**src/rtl/demux_1to4_sequencer_pkg.sv**
```systemverilog
// Shared encodings for the 1-to-4 demux sequencer.
// State codes, channel count and select width.
package demux_seq_pkg;

  localparam logic [1:0] IDLE  = 2'd0;
  localparam logic [1:0] DRIVE = 2'd1;
  localparam logic [1:0] DONE  = 2'd2;

  localparam int NUM_CH = 4;
  localparam int SEL_W  = 2;

  typedef enum logic [1:0] {
    ST_IDLE  = IDLE,
    ST_DRIVE = DRIVE,
    ST_DONE  = DONE
  } state_e;

endpackage

```
**src/rtl/demux_1to4_sequencer_next_ch.sv**
```systemverilog
// Next enabled channel lookup: lowest set mask bit,
// strictly above ch unless first is set.
module demux_seq_next_ch
  import demux_seq_pkg::*;
(
  input  logic [NUM_CH-1:0] mask,
  input  logic [SEL_W-1:0]  ch,
  input  logic              first,
  output logic [SEL_W-1:0]  nxt,
  output logic              found
);

  // Scan high to low so the lowest qualifying bit wins.
  always_comb begin
    nxt   = '0;
    found = 1'b0;
    for (int k = NUM_CH - 1; k >= 0; k--) begin
      if (mask[k] && (first || (k > int'(ch)))) begin
        nxt   = SEL_W'(k);
        found = 1'b1;
      end
    end
  end

endmodule

```
**src/rtl/demux_1to4_sequencer.sv**
```systemverilog
// Walks the enabled channels of a captured word and
// drives i/s1/s0/e of a 1-to-4 demux, one bit per channel.
module demux_1to4_sequencer
  import demux_seq_pkg::*;
#(
  parameter int unsigned STEP_CYCLES = 1
) (
  input  logic        clk,
  input  logic        rst,
  input  logic        in_valid,
  output logic        in_ready,
  input  logic [3:0]  in_data,
  input  logic [3:0]  in_mask,
  output logic        i,
  output logic        s0,
  output logic        s1,
  output logic        e,
  output logic        busy,
  output logic        done
);

  localparam logic [7:0] TC = 8'(STEP_CYCLES - 1);

  state_e            state_q, state_d;
  logic [SEL_W-1:0]  ch_q, ch_d;
  logic [7:0]        cnt_q, cnt_d;
  logic [3:0]        data_q, data_d;
  logic [3:0]        mask_q, mask_d;
  logic              e_q, e_d;
  logic [SEL_W-1:0]  sel_q, sel_d;
  logic              i_q, i_d;
  logic              busy_q, busy_d;
  logic              done_q, done_d;

  logic              idle;
  logic              accept;
  logic [3:0]        look_mask;
  logic [SEL_W-1:0]  nxt;
  logic              found;

  assign idle      = (state_q == ST_IDLE);
  assign in_ready  = idle & ~rst;
  assign accept    = in_valid & in_ready;
  assign look_mask = idle ? in_mask : mask_q;

  demux_seq_next_ch u_next (
    .mask  (look_mask),
    .ch    (ch_q),
    .first (idle),
    .nxt   (nxt),
    .found (found)
  );

  always_comb begin
    state_d = state_q;
    ch_d    = ch_q;
    cnt_d   = cnt_q;
    data_d  = data_q;
    mask_d  = mask_q;
    unique case (state_q)
      ST_IDLE: begin
        if (accept) begin
          data_d = in_data;
          mask_d = in_mask;
          cnt_d  = '0;
          ch_d   = found ? nxt : '0;
          state_d = found ? ST_DRIVE : ST_DONE;
        end
      end
      ST_DRIVE: begin
        if (cnt_q == TC) begin
          cnt_d = '0;
          if (found) begin
            ch_d = nxt;
          end else begin
            ch_d    = '0;
            state_d = ST_DONE;
          end
        end else begin
          cnt_d = cnt_q + 8'd1;
        end
      end
      ST_DONE: begin
        ch_d    = '0;
        state_d = ST_IDLE;
      end
      default: begin
        ch_d    = '0;
        cnt_d   = '0;
        state_d = ST_IDLE;
      end
    endcase
  end

  // Outputs are registered from the next-state view.
  always_comb begin
    e_d    = (state_d == ST_DRIVE);
    sel_d  = e_d ? ch_d : '0;
    i_d    = e_d & data_d[ch_d];
    busy_d = (state_d != ST_IDLE);
    done_d = (state_d == ST_DONE);
  end

  always_ff @(posedge clk) begin
    if (rst) begin
      state_q <= ST_IDLE;
      ch_q    <= '0;
      cnt_q   <= '0;
      data_q  <= '0;
      mask_q  <= '0;
      e_q     <= 1'b0;
      sel_q   <= '0;
      i_q     <= 1'b0;
      busy_q  <= 1'b0;
      done_q  <= 1'b0;
    end else begin
      state_q <= state_d;
      ch_q    <= ch_d;
      cnt_q   <= cnt_d;
      data_q  <= data_d;
      mask_q  <= mask_d;
      e_q     <= e_d;
      sel_q   <= sel_d;
      i_q     <= i_d;
      busy_q  <= busy_d;
      done_q  <= done_d;
    end
  end

  assign e    = e_q;
  assign s1   = sel_q[1];
  assign s0   = sel_q[0];
  assign i    = i_q;
  assign busy = busy_q;
  assign done = done_q;

endmodule

```
**config.mk**
```make
export PLATFORM = sky130hd
export DESIGN_NAME = demux_1to4_sequencer
export DESIGN_NICKNAME = d
export VERILOG_FILES = /design/src/rtl/demux_1to4_sequencer_pkg.sv /design/src/rtl/demux_1to4_sequencer_next_ch.sv /design/src/rtl/demux_1to4_sequencer.sv
export SDC_FILE = /design/constraint.sdc
export NUM_CORES = 1
export LEC_CHECK = 0
export ABC_AREA = 1
export CAP_MARGIN = 40
export CORE_ASPECT_RATIO = 2
export CORE_MARGIN = 2
export CORE_UTILIZATION = 44
export CTS_CLUSTER_DIAMETER = 200
export DETAILED_ROUTE_END_ITERATION = 10
export PLACE_DENSITY_LB_ADDON = 0.1
export SLEW_MARGIN = 20
export SYNTH_ARGS = -nofsm -noshare
export SYNTH_HDL_FRONTEND = slang
export SYNTH_SLANG_ARGS = --single-unit
```
**constraint.sdc**
```tcl
create_clock -name clk -period 1.8 [get_ports clk]
set_input_delay 0.45 -clock clk [delete_from_list [all_inputs] [get_ports clk]]
set_output_delay 0.45 -clock clk [all_outputs]
set_load 0.02 [all_outputs]
```
# Word-level counts from Yosys, hierarchy flattened
# Index checks and enable logic that the tools add are counted.
# W data, S select, Z words.
[classes]
n_addsub = 1
magnitude_cmp = 4
n_eq_ne = 5
n_mux = 25
bitwise_logic = 6
n_reduce_logical = 13
[ops]
columns = ["cell", "n"]
rows = [
  ["$pmux W8 S3", 1],
  ["$mux W2", 11],
  ["$mux W8", 2],
  ["$mux W4", 3],
  ["$add A8 B1 Y8 const B", 1],
  ["$logic_not A8 Y1", 1],
  ["$pmux W2 S2", 2],
  ["$mux W1", 5],
  ["$eq A2 B1 Y1 const B", 2],
  ["$eq A2 B2 Y1 const B", 2],
  ["$gt A2 B2 Y1 const A", 2],
  ["$logic_and A1 B1 Y1", 4],
  ["$reduce_and A2 Y1", 2],
  ["$and A1 B1 Y1", 3],
  ["$logic_or A1 B1 Y1", 3],
  ["$lt A2 B3 Y1 const B", 1],
  ["$not A1 Y1", 3],
  ["$bmux W1 S2", 1],
  ["$gt A1 B2 Y1 const A", 1],
  ["$logic_not A2 Y1", 1],
  ["$ne A2 B1 Y1 const B", 1],
  ["$reduce_bool A2 Y1", 1],
  ["$reduce_or A2 Y1", 1],
]
[word_totals]
ff_bits = 26
inputBits = 11
out_inout_bits = 7
elab_cells = 64

# Logic depth before layout (Yosys ltp)
# Gate-level depths: netlist of run 1.
[depth]
word_depth = 13
ltp_mapped = 12
ltp_nobuf = 12

# Hierarchy
# From an unflattened synthesis of run 1, not the netlist that was laid out.
[hier_totals]
cells_unflattened = 199
hier_area_um2 = 1365.1
[by_module_without_submodules]
columns = ["mod", "instances", "cells_each", "area_per_inst_um2", "seq_area_each_um2"]
rows = [
  ["demux_1to4_sequencer", 1, 183, 1285.0, 520.5],
  ["demux_seq_next_ch", 1, 16, 80.1, 0.0],
]

# Least setup slack after synthesis of run 1
# No wires, ideal clock.
[synth_path]
path_type = "reg-to-reg"
from = "reg state_q[0]"
to = "reg i_q, in the netlist i"
setup_ns = 0.113
arrival_ns = 1.555
required_time_ns = 1.687
slack_ns = 0.132
stages_incl_launch_ff = 11
n_path_buf = 1
period_less_slack_ns = 1.668
cell_sequence = "dfxtp_1 > inv_1 > nand2_1 > nor2_1 > nand2_1 > buf_4 > o21a_1 > nand2_1 > nand2_1 > nor2_1 > nor2_1"
[synth_via]
word_cells_on_any_way = 35
classes_between = "eq/ne (2); mux (22); bitwise (3); reduce/logical (8)"
[synth_lines]
columns = ["item", "line_no", "rtl"]
rows = [
  ["start: declaration", "demux_1to4_sequencer.sv:24", "state_e state_q, state_d;"],
  ["start signal: assignment", "demux_1to4_sequencer.sv:117", "state_q <= state_d;"],
  ["$logic_not A2 Y1 *", "demux_1to4_sequencer.sv:41", "assign idle = (state_q == ST_IDLE);"],
  ["$and A1 B1 Y1 *", "demux_1to4_sequencer.sv:42", "assign in_ready = idle & ~rst;"],
  ["named net in_ready", "demux_1to4_sequencer.sv:11", "output logic in_ready,"],
  ["$and A1 B1 Y1 *", "demux_1to4_sequencer.sv:43", "assign accept = in_valid & in_ready;"],
  ["$mux W2 / $mux W4 (equally long branches)", "demux_1to4_sequencer.sv:62", "if (accept) begin"],
  ["$pmux W2 S2 / $mux W4 (equally long branches)", "demux_1to4_sequencer.sv:60", "unique case (state_q)"],
  ["$bmux W1 S2", "demux_1to4_sequencer.sv:99", "i_d = e_d & data_d[ch_d];"],
  ["$mux W1 (implied by the code)", "demux_1to4_sequencer.sv:99", ""],
  ["$and A1 B1 Y1 *", "demux_1to4_sequencer.sv:99", ""],
  ["end signal: assignment", "demux_1to4_sequencer.sv:124", "i_q <= i_d;"],
  ["end: declaration", "demux_1to4_sequencer.sv:31", "logic i_q, i_d;"],
]
# The timed path passes the listed nets; every way through them passes the cells marked *. The select of a mux whose other input is x is not followed.
# A chain may end at the register's enable or synchronous reset.

# Final worst setup path of run 1
[layout_path]
from = "in in_mask[2]"
to = "reg busy_q, in the netlist busy"
[layout_via]
elab_chain_cells = 9
word_cells_on_any_way = 11
classes_between = "mux (9); reduce/logical (2)"
[layout_rtl]
columns = ["item", "line_no", "rtl"]
rows = [
  ["start: declaration", "demux_1to4_sequencer.sv:13", "input logic [3:0] in_mask,"],
  ["$mux W4 *", "demux_1to4_sequencer.sv:44", "assign look_mask = idle ? in_mask : mask_q;"],
  ["$logic_and A1 B1 Y1 *", "demux_1to4_sequencer_next_ch.sv:18", "if (mask[k] && (first || (k > int'(ch)))) begin"],
  ["$mux W1 * (3 in series)", "demux_1to4_sequencer_next_ch.sv:18", ""],
  ["$mux W2, on equally long branches", "demux_1to4_sequencer.sv:73, demux_1to4_sequencer.sv:67", ""],
  ["$mux W2, on equally long branches", "demux_1to4_sequencer.sv:71, demux_1to4_sequencer.sv:62", ""],
  ["$pmux W2 S2 *", "demux_1to4_sequencer.sv:60", ""],
  ["$reduce_bool A2 Y1 *", "demux_1to4_sequencer.sv:100", "busy_d = (state_d != ST_IDLE);"],
  ["end signal: assignment", "demux_1to4_sequencer.sv:125", "busy_q <= busy_d;"],
  ["end: declaration", "demux_1to4_sequencer.sv:32", "logic busy_q, busy_d;"],
]
# Every way passes the cells marked *; elsewhere a longest branch is shown, timed or not.

==> impl_metrics.json, run 1 <==
{
  "outcome": "finished, final reports clean",
  "crit_path_max_fanout": 4,
  "regArea_um2": 503,
  "ios": 18,
  "rows": 26,
  "ys_seq_area_share_pct": 42.1,
  "holdWs_ps": 466,
  "multi_input_area_um2": 606,
  "gr-total-overflow": 0,
  "drive_gt1_share_pct": 16.9,
  "clock.fmax_mhz": 605,
  "period_needed_ps": 1650,
  "maxCapViolations": 0,
  "max_slew_margin_pct": 82.3,
  "syn_nets": 181,
  "clk_pin_slew_ps": 90,
  "critPathKind": "input port to register",
  "synth.distinct_cells": 28,
  "ir_worst_vdd_uv": 627,
  "hold_violations": 0,
  "finalSetupViolations": 0,
  "grt_util_all_layers_pct": 20.2,
  "grt_pass1_vias": 1115,
  "post_drt_via_cell_ratio": 4.91,
  "async_flop_share_pct": 0,
  "core_area_mm2": 0.00257,
  "finalInstanceArea_mm2": 0.00155,
  "synthCells": 168,
  "reg2reg_depth": 11,
  "critPathRequiredTime_ps": 1970,
  "power_leakage_nw": 0.674,
  "cts_buffer_depth": 2,
  "drt_wl_total_um": 2690,
  "drv_slew": 0,
  "antenna_cells": 0,
  "ant_nets": 0,
  "htree_levels": 1,
  "initial_core_util_pct": 46.2,
  "synth-seq-cells": 25,
  "clock_latency_ps": 260,
  "skew_ps": 3.20,
  "grt_pass1_wl_um": 4570,
  "gp_congestion": 0.850,
  "drtIter0Drc": 9,
  "clock_sinks": 25,
  "drc_errors": 0,
  "ctsHoldBuffers": 0,
  "finish.utilization_pct": 60.4,
  "root_buffer": "clkbuf_8",
  "crit_path_start_kind": "input port",
  "syn_area_mm2": 0.00119,
  "wl_per_cell_um": 11.7,
  "end_kind": "register",
  "via_count": 1124,
  "grt_max_degree": 16,
  "ys_warn_count": 0,
  "cts_inserted_buffers": 3,
  "die_h_um": 77.5,
  "power.density_mw_per_mm2": 760,
  "firstDrtPassIters": 5,
  "final_net_count": 215,
  "synth_ff_type": "dfxtp_1",
  "synth_edf_count": 0,
  "cts_tree": "built",
  "whs_path_depth": 2,
  "die_w_um": 40.7,
  "area_growth_pct": 30.7,
  "numPortBuffers": 17,
  "finalCritPeriodShare_pct": 91.8,
  "holdCritPathClass": "register to register",
  "worstPathArrival_ps": 1820,
  "total_power_w": 0.00118,
  "antenna_found_initial": 0,
  "die_area_mm2": 0.00316,
  "worstMarginPinSlew_ps": 262,
  "dp_hpwl_um": 2110,
  "nFillCells": 248,
  "placed_area_mm2": 0.00148,
  "rsz0062_at_grt": "true",
  "avgSynthCellArea_um2": 7.07
}
worst max-delay path, cell delays in order:
cell and delay, ps:
clkdlybuf4s50_1 390, inv_1 60, nor2_1 50, nor2_1 160, nand2_1 90, nor2_1 170
nor2_1 80, nor2_2 160, nor2_2 70, nor2_1 90, inv_1 40
layout by cell type, fill, tap and decap left out, types with 3 or more instances in the layout:
master	instances
inv_1	17
nor2_1	24
dfxtp_1	23
nand2_1	45
clkdlybuf4s50_1	15
o21ai_0	6
o21ai_1	3
nand3_1	11
buf_4	15
clkbuf_8	3
a21oi_1	8
worst paths after layout:
path	start	endpoint	slack [ps]
worst min-delay path	mask_q[1]	mask_q[1]	470
worst max-delay path	in_mask[2]	busy	150
worst max register to register	state_q[0]	busy	160
worst min register to register	mask_q[1]	mask_q[1]	470
logic make-up after synthesis:
family | Yosys count | share of synthesized area, %
buffers and inverters | 23 | 8.53
AND/OR/NAND/NOR | 94 | 34.5
AO/OA/AOI/OAI | 24 | 12.8
flip-flops | 25 | 42.1
adder cells (fa/ha/maj) | 2 | 2.11
flip-flops by register name (all words and copies together), names as in the netlist:
signal	flops
busy	1
ch_q	2
cnt_q	8
data_q	4
done	1
e	1
i	1
mask_q	3
sel_q	2
state_q	2
area by class of cell:
type                    count  share of cell area, %
multi-input cells         120                   39.0
flip-flops and latches     25                   32.4
repair buffers             33                   18.5
inverters                  19                   4.60
clock buffers               3                   2.66
well taps                  28                   2.26
clock inverters             1                  0.484
what timing repair did:
action,CTS,global route
pin swaps,2,0
endpoints found under the setup margin,5,5
gates resized for setup,5,7
hold endpoints to repair,0,0
setup buffers,1,0
synth_stat cells (2+ instances only):
cell type,instances,area share (%)
inv_1,17,5.4
nand3_1,11,4.6
a21oi_1,8,3.4
and3_1,2,1.1
nor2_1,25,7.9
or2_0,2,1.1
buf_4,2,1.3
nand2_1,45,14
nor3_1,2,0.84
ha_1,2,2.1
o21ai_0,6,2.5
nor2_2,2,1.1
o21a_1,2,1.3
o21ai_1,3,1.3
dfxtp_1,25,42
inv_2,2,0.63
metal layers:
| metal | global-route usage (%) | share of wire [%] | vias up |
|---|---|---|---|
| met5 | 0 | 0 | - |
| met4 | 7.33 | 1.0 | 0 |
| met3 | 2.86 | 2.1 | 2 |
| met2 | 35.2 | 58 | 17 |
| met1 | 22.6 | 39 | 504 |
| li1 | - | - | 601 |
where the power goes:
group	internal (W)	switching [W]
clock	0.000157	0.000177
combinational	0.000116	0.000135
sequential	0.000578	0.0000145
total	0.000851	0.000327
stage by stage:
stage                     std cells  setup TNS [ps]  setup slack [ps]
after global placement          224           -2720              -293
after CTS                       229               0              47.9
final                           229               0               147
after detailed placement        224           -3300              -323
after floorplan                 168               0               132
after global routing            229          -0.411            -0.411
No activity file was read; power rests on OpenSTA's default activity.
==> run 2: changes to the inputs <==
--- a/config.mk
+++ b/config.mk
@@ -9,10 +9,11 @@
 export CAP_MARGIN = 40
 export CORE_ASPECT_RATIO = 2
 export CORE_MARGIN = 2
-export CORE_UTILIZATION = 44
+export CORE_UTILIZATION = 40
 export CTS_CLUSTER_DIAMETER = 200
 export DETAILED_ROUTE_END_ITERATION = 10
-export PLACE_DENSITY_LB_ADDON = 0.1
+export PLACE_DENSITY = 0.61
+export SKIP_LAST_GASP = 1
 export SLEW_MARGIN = 20
 export SYNTH_ARGS = -nofsm -noshare
 export SYNTH_HDL_FRONTEND = slang
==> impl_metrics.json, run 2 (same netlist as run 1, synthesis figures left out) <==
{
  "post_drt_via_cell_ratio": 4.97,
  "dp_hpwl_um": 2120,
  "ant_nets": 0,
  "drt_wl_total_um": 2650,
  "worstPathArrival_ps": 1240,
  "via_count": 1133,
  "max_slew_margin_pct": 81.7,
  "drtIter0Drc": 5,
  "holdWs_ps": 453,
  "power.density_mw_per_mm2": 767,
  "final_cell_mix": "nand2_1 (44), nor2_1 (24), dfxtp_1 (23), inv_1 (17), clkdlybuf4s50_1 (15)",
  "critPathRequiredTime_ps": 1350,
  "reg2reg_depth": 9,
  "end_kind": "output port",
  "cts_tree": "built",
  "clk_pin_slew_ps": 90,
  "crit_path_start_kind": "register",
  "top_regs": "cnt_q x8, data_q x4, mask_q x3",
  "drive_gt1_share_pct": 16.2,
  "cts_buffer_depth": 2,
  "dp_slack_ps": -319,
  "rows": 28,
  "startpoint": "state_q[0]",
  "ios": 18,
  "placed_area_mm2": 0.00146,
  "layout_setup_ws_ps": 107,
  "critPathKind": "register to output port",
  "whs_path_depth": 2,
  "wl_per_cell_um": 11.6,
  "ir_worst_vdd_uv": 499,
  "htree_levels": 1,
  "core_area_mm2": 0.00291,
  "mostFrequentLayoutCell": "nand2_1",
  "grt_max_degree": 16,
  "power_leakage_nw": 0.683,
  "rsz0062_at_grt": "true",
  "maxCapViolations": 0,
  "antenna_found_initial": 0,
  "drv_slew": 0,
  "skew_ps": 4.40,
  "die_h_um": 81.1,
  "top_register": "cnt_q",
  "drc_errors": 0,
  "grt_util_all_layers_pct": 17.3,
  "die_area_mm2": 0.00345,
  "worstMarginPinSlew_ps": 270,
  "crit_path_max_fanout": 4,
  "period_needed_ps": 1690,
  "firstDrtPassIters": 4,
  "area_growth_pct": 31.1,
  "rr_endpoint": "cnt_q[5]",
  "initial_core_util_pct": 40.8,
  "clock_latency_ps": 270,
  "clock.fmax_mhz": 591,
  "largest_register_ffs": 8,
  "gp_congestion": 0.845,
  "gr-total-overflow": 0,
  "die_w_um": 42.5,
  "final_net_count": 212,
  "r2r_start": "cnt_q[0]",
  "finish.utilization_pct": 53.5,
  "finalInstanceArea_mm2": 0.00156,
  "setup.worst_path.end": "in_ready",
  "finalSetupViolations": 0,
  "grt_pass1_vias": 1140,
  "numPortBuffers": 17,
  "clock_sinks": 25,
  "finalCritPeriodShare_pct": 94.1,
  "holdCritPathClass": "register to register",
  "antenna_cells": 0,
  "outcome": "finished, final reports clean",
  "hold_violations": 0,
  "r2r_slack_ps": 150,
  "root_buffer": "clkbuf_8",
  "cts_inserted_buffers": 3,
  "grt_pass1_wl_um": 4500
}
## run 2: worst min-delay path by stage
stage,to,startpoint,slack [ps]
2_1_floorplan,mask_q[1],mask_q[1],420
6_report,mask_q[1],mask_q[1],450
3_3_place_gp,mask_q[1],mask_q[1],440
3_5_place_dp,mask_q[1],mask_q[1],440
4_1_cts,mask_q[1],mask_q[1],460
5_1_grt,mask_q[1],mask_q[1],480
## run 2: area by class of cell
cell class | count | area [um2]
fill | 290 | 1350
multi-input combinational | 120 | 612
inverter | 19 | 71.3
clock inverter | 1 | 7.51
tap | 30 | 37.5
sequential | 25 | 503
clock buffer | 3 | 41.3
timing repair buffer | 30 | 284
## run 2: per-layer routing
metal | wire [um] | vias to the layer above | global-route usage (%)
met5 | 0 | - | 0
met4 | 59 | 0 | 8.75
met3 | 65 | 7 | 2.67
met2 | 1570 | 17 | 36.0
met1 | 948 | 517 | 14.8
li1 | - | 592 | -
## run 2: what timing repair did
item                       CTS  global route
resized for setup            3            10
hold buffers                 0             0
setup buffers                0             2
cloned                       0             0
pin swaps                    0             5
setup endpoints to repair    1             9
## run 2: through the flow
step | power (W) | TNS [ps] | std cells
CTS | 0.00119 | 0 | 226
floorplan | 0.000749 | 0 | 168
global placement | 0.000846 | -2240 | 222
detailed placement | 0.000850 | -2520 | 222
finish | 0.00119 | 0 | 228
global route | 0.00126 | -50.2 | 228
## run 2: report_power, final
group | switching [W] | internal, W | leakage [nW]
Combinational | 0.000137 | 0.000121 | 0.457
Clock | 0.000188 | 0.000157 | 0.0217
Sequential | 0.0000132 | 0.000578 | 0.204
Total | 0.000337 | 0.000857 | 0.683
## run 2: worst max-delay path, cell delays in order, from the launching register on
cell,delay [ps]
dfxtp_2,370
inv_1,80
nand2_1,110
nor2_2,140
clkdlybuf4s15_2,270
==> run 3: changes to the inputs <==
--- a/config.mk
+++ b/config.mk
@@ -12,8 +12,8 @@
 export CORE_UTILIZATION = 40
 export CTS_CLUSTER_DIAMETER = 200
 export DETAILED_ROUTE_END_ITERATION = 10
-export PLACE_DENSITY = 0.61
-export SKIP_LAST_GASP = 1
+export DONT_BUFFER_PORTS = 1
+export PLACE_DENSITY = 0.53
 export SLEW_MARGIN = 20
 export SYNTH_ARGS = -nofsm -noshare
 export SYNTH_HDL_FRONTEND = slang
==> impl_metrics.json, run 3 (same netlist as run 1, synthesis figures left out) <==
{
  "outcome": "finished, final reports clean",
  "final_cell_mix": "nand2_1 (45), nor2_1 (24), dfxtp_1 (23), inv_1 (17), nand3_1 (11)",
  "clock_latency_ps": 270,
  "cts_setup_buffers": 0,
  "ios": 18,
  "critPathKind": "register to register",
  "worstPathArrival_ps": 1790,
  "die_w_um": 42.5,
  "rows": 28,
  "finalCritPeriodShare_pct": 89.7,
  "antenna_found_initial": 0,
  "dp_cells": 197,
  "cp_cell_sequence": "inv_1, nand2_1, nor2_1, nand2_1, buf_4, nand2_1, nand2_1, nand3_1, nand2_1, nor2_1, nor2_1",
  "cts_inserted_buffers": 3,
  "cpMaxStageDelayCell": "dfxtp_2",
  "ant_nets": 0,
  "ir_worst_vdd_uv": 562,
  "power.density_mw_per_mm2": 866,
  "final_cells": 201,
  "top_regs": "cnt_q x8, data_q x4, mask_q x3",
  "htree_levels": 1,
  "core_area_mm2": 0.00291,
  "clk_pin_slew_ps": 90,
  "root_buffer": "clkbuf_8",
  "layout_setup_ws_ps": 185,
  "cts_buffer_depth": 2,
  "dp_hpwl_um": 2060,
  "die_area_mm2": 0.00345,
  "cp_common_cell": "nand2_1",
  "top_register": "cnt_q",
  "drive_gt1_share_pct": 10.5,
  "drt_wl_total_um": 2610,
  "crit_path_start_kind": "register",
  "firstDrtPassIters": 3,
  "area_growth_pct": 7.27,
  "grt_pass1_wl_um": 4220,
  "die_h_um": 81.1,
  "drtIter0Drc": 19,
  "wl_per_cell_um": 13.0,
  "crit_path_max_fanout": 7,
  "gp_congestion": 0.862,
  "dp_slack_ps": 58.0,
  "grt_util_all_layers_pct": 16.5,
  "grt_pass1_vias": 1042,
  "grt_max_degree": 16,
  "final_net_count": 185,
  "via_count": 1041,
  "drc_errors": 0,
  "rsz0062_at_grt": "false",
  "max_slew_margin_pct": 80.8,
  "gr-total-overflow": 0,
  "skew_ps": 2.88,
  "post_drt_via_cell_ratio": 5.18,
  "ctsHoldBuffers": 0,
  "critPathRequiredTime_ps": 1980,
  "max_stage_delay_ps": 360,
  "numPortBuffers": 0,
  "power_leakage_nw": 0.544,
  "largest_register_ffs": 8,
  "mostFrequentLayoutCell": "nand2_1",
  "clock.fmax_mhz": 619,
  "cts_tree": "built",
  "worstMarginPinSlew_ps": 288,
  "cts_resized": 0,
  "period_needed_ps": 1610,
  "hold_violations": 0,
  "initial_core_util_pct": 40.8,
  "clock_sinks": 25,
  "end_kind": "register",
  "fin_tns_setup_ps": 0,
  "antenna_cells": 0,
  "finalSetupViolations": 0,
  "drv_slew": 0,
  "holdCritPathClass": "input port to register",
  "maxCapViolations": 0
}
[run 3: cell count changes in the layout (fill, tap and decap cells not counted), sizes merged]
| cell | previous run | this run |
|---|---|---|
| clkdlybuf4s50 | 15 | 0 |
| clkinvlp | 1 | 0 |
| buf | 13 | 3 |
| dlymetal6s2s | 1 | 0 |
| clkinv | 0 | 1 |
| clkdlybuf4s15 | 1 | 0 |
[run 3: final timing paths]
kind / startpoint / to / slack [ps] / cells after the start
hold / removal: rst / state_q[0] / 230 / 1
setup / recovery: state_q[0] / i / 190 / 11
setup reg to reg: state_q[0] / i / 190 / 11
hold reg to reg: mask_q[1] / mask_q[1] / 470 / 2
[run 3: cell type report]
class                           count  area [um2]
Inverter                           19        71.3
Fill cell                         321        1630
Timing Repair Buffer                3        22.5
Sequential cell                    25         503
Clock buffer                        3        41.3
Clock inverter                      1        5.00
Multi-Input combinational cell    120         593
Tap cell                           30        37.5
[run 3: metal layers]
| layer | vias up | share of wire [%] | GRT usage, % |
|---|---|---|---|
| li1 | 535 | - | - |
| met1 | 483 | 36 | 14.7 |
| met2 | 15 | 58 | 33.7 |
| met3 | 8 | 2.7 | 2.22 |
| met4 | 0 | 3.2 | 8.75 |
| met5 | - | 0 | 0 |
[run 3: metrics by stage]
step,instance area [um2],util (%),total power (W),hold slack (ps)
global route,1270,43.8,0.00115,227
global placement,1220,41.9,0.000775,441
finish,1270,43.8,0.00110,231
CTS,1260,43.5,0.00111,231
floorplan,1190,-,0.000749,424
detailed placement,1220,41.9,0.000777,450
[run 3: critical path, delay by kind of cell, from the launching register on]
kind | cells | cell delay (ps)
DFF | 1 | 360
buffers and inverters | 2 | 290
and+or+nand+nor | 9 | 870
[run 3: where the power goes]
group	switching (W)	internal, W	leakage (nW)
combinational	0.000107	0.0000567	0.315
sequential	0.0000243	0.000578	0.204
clock	0.000182	0.000155	0.0255
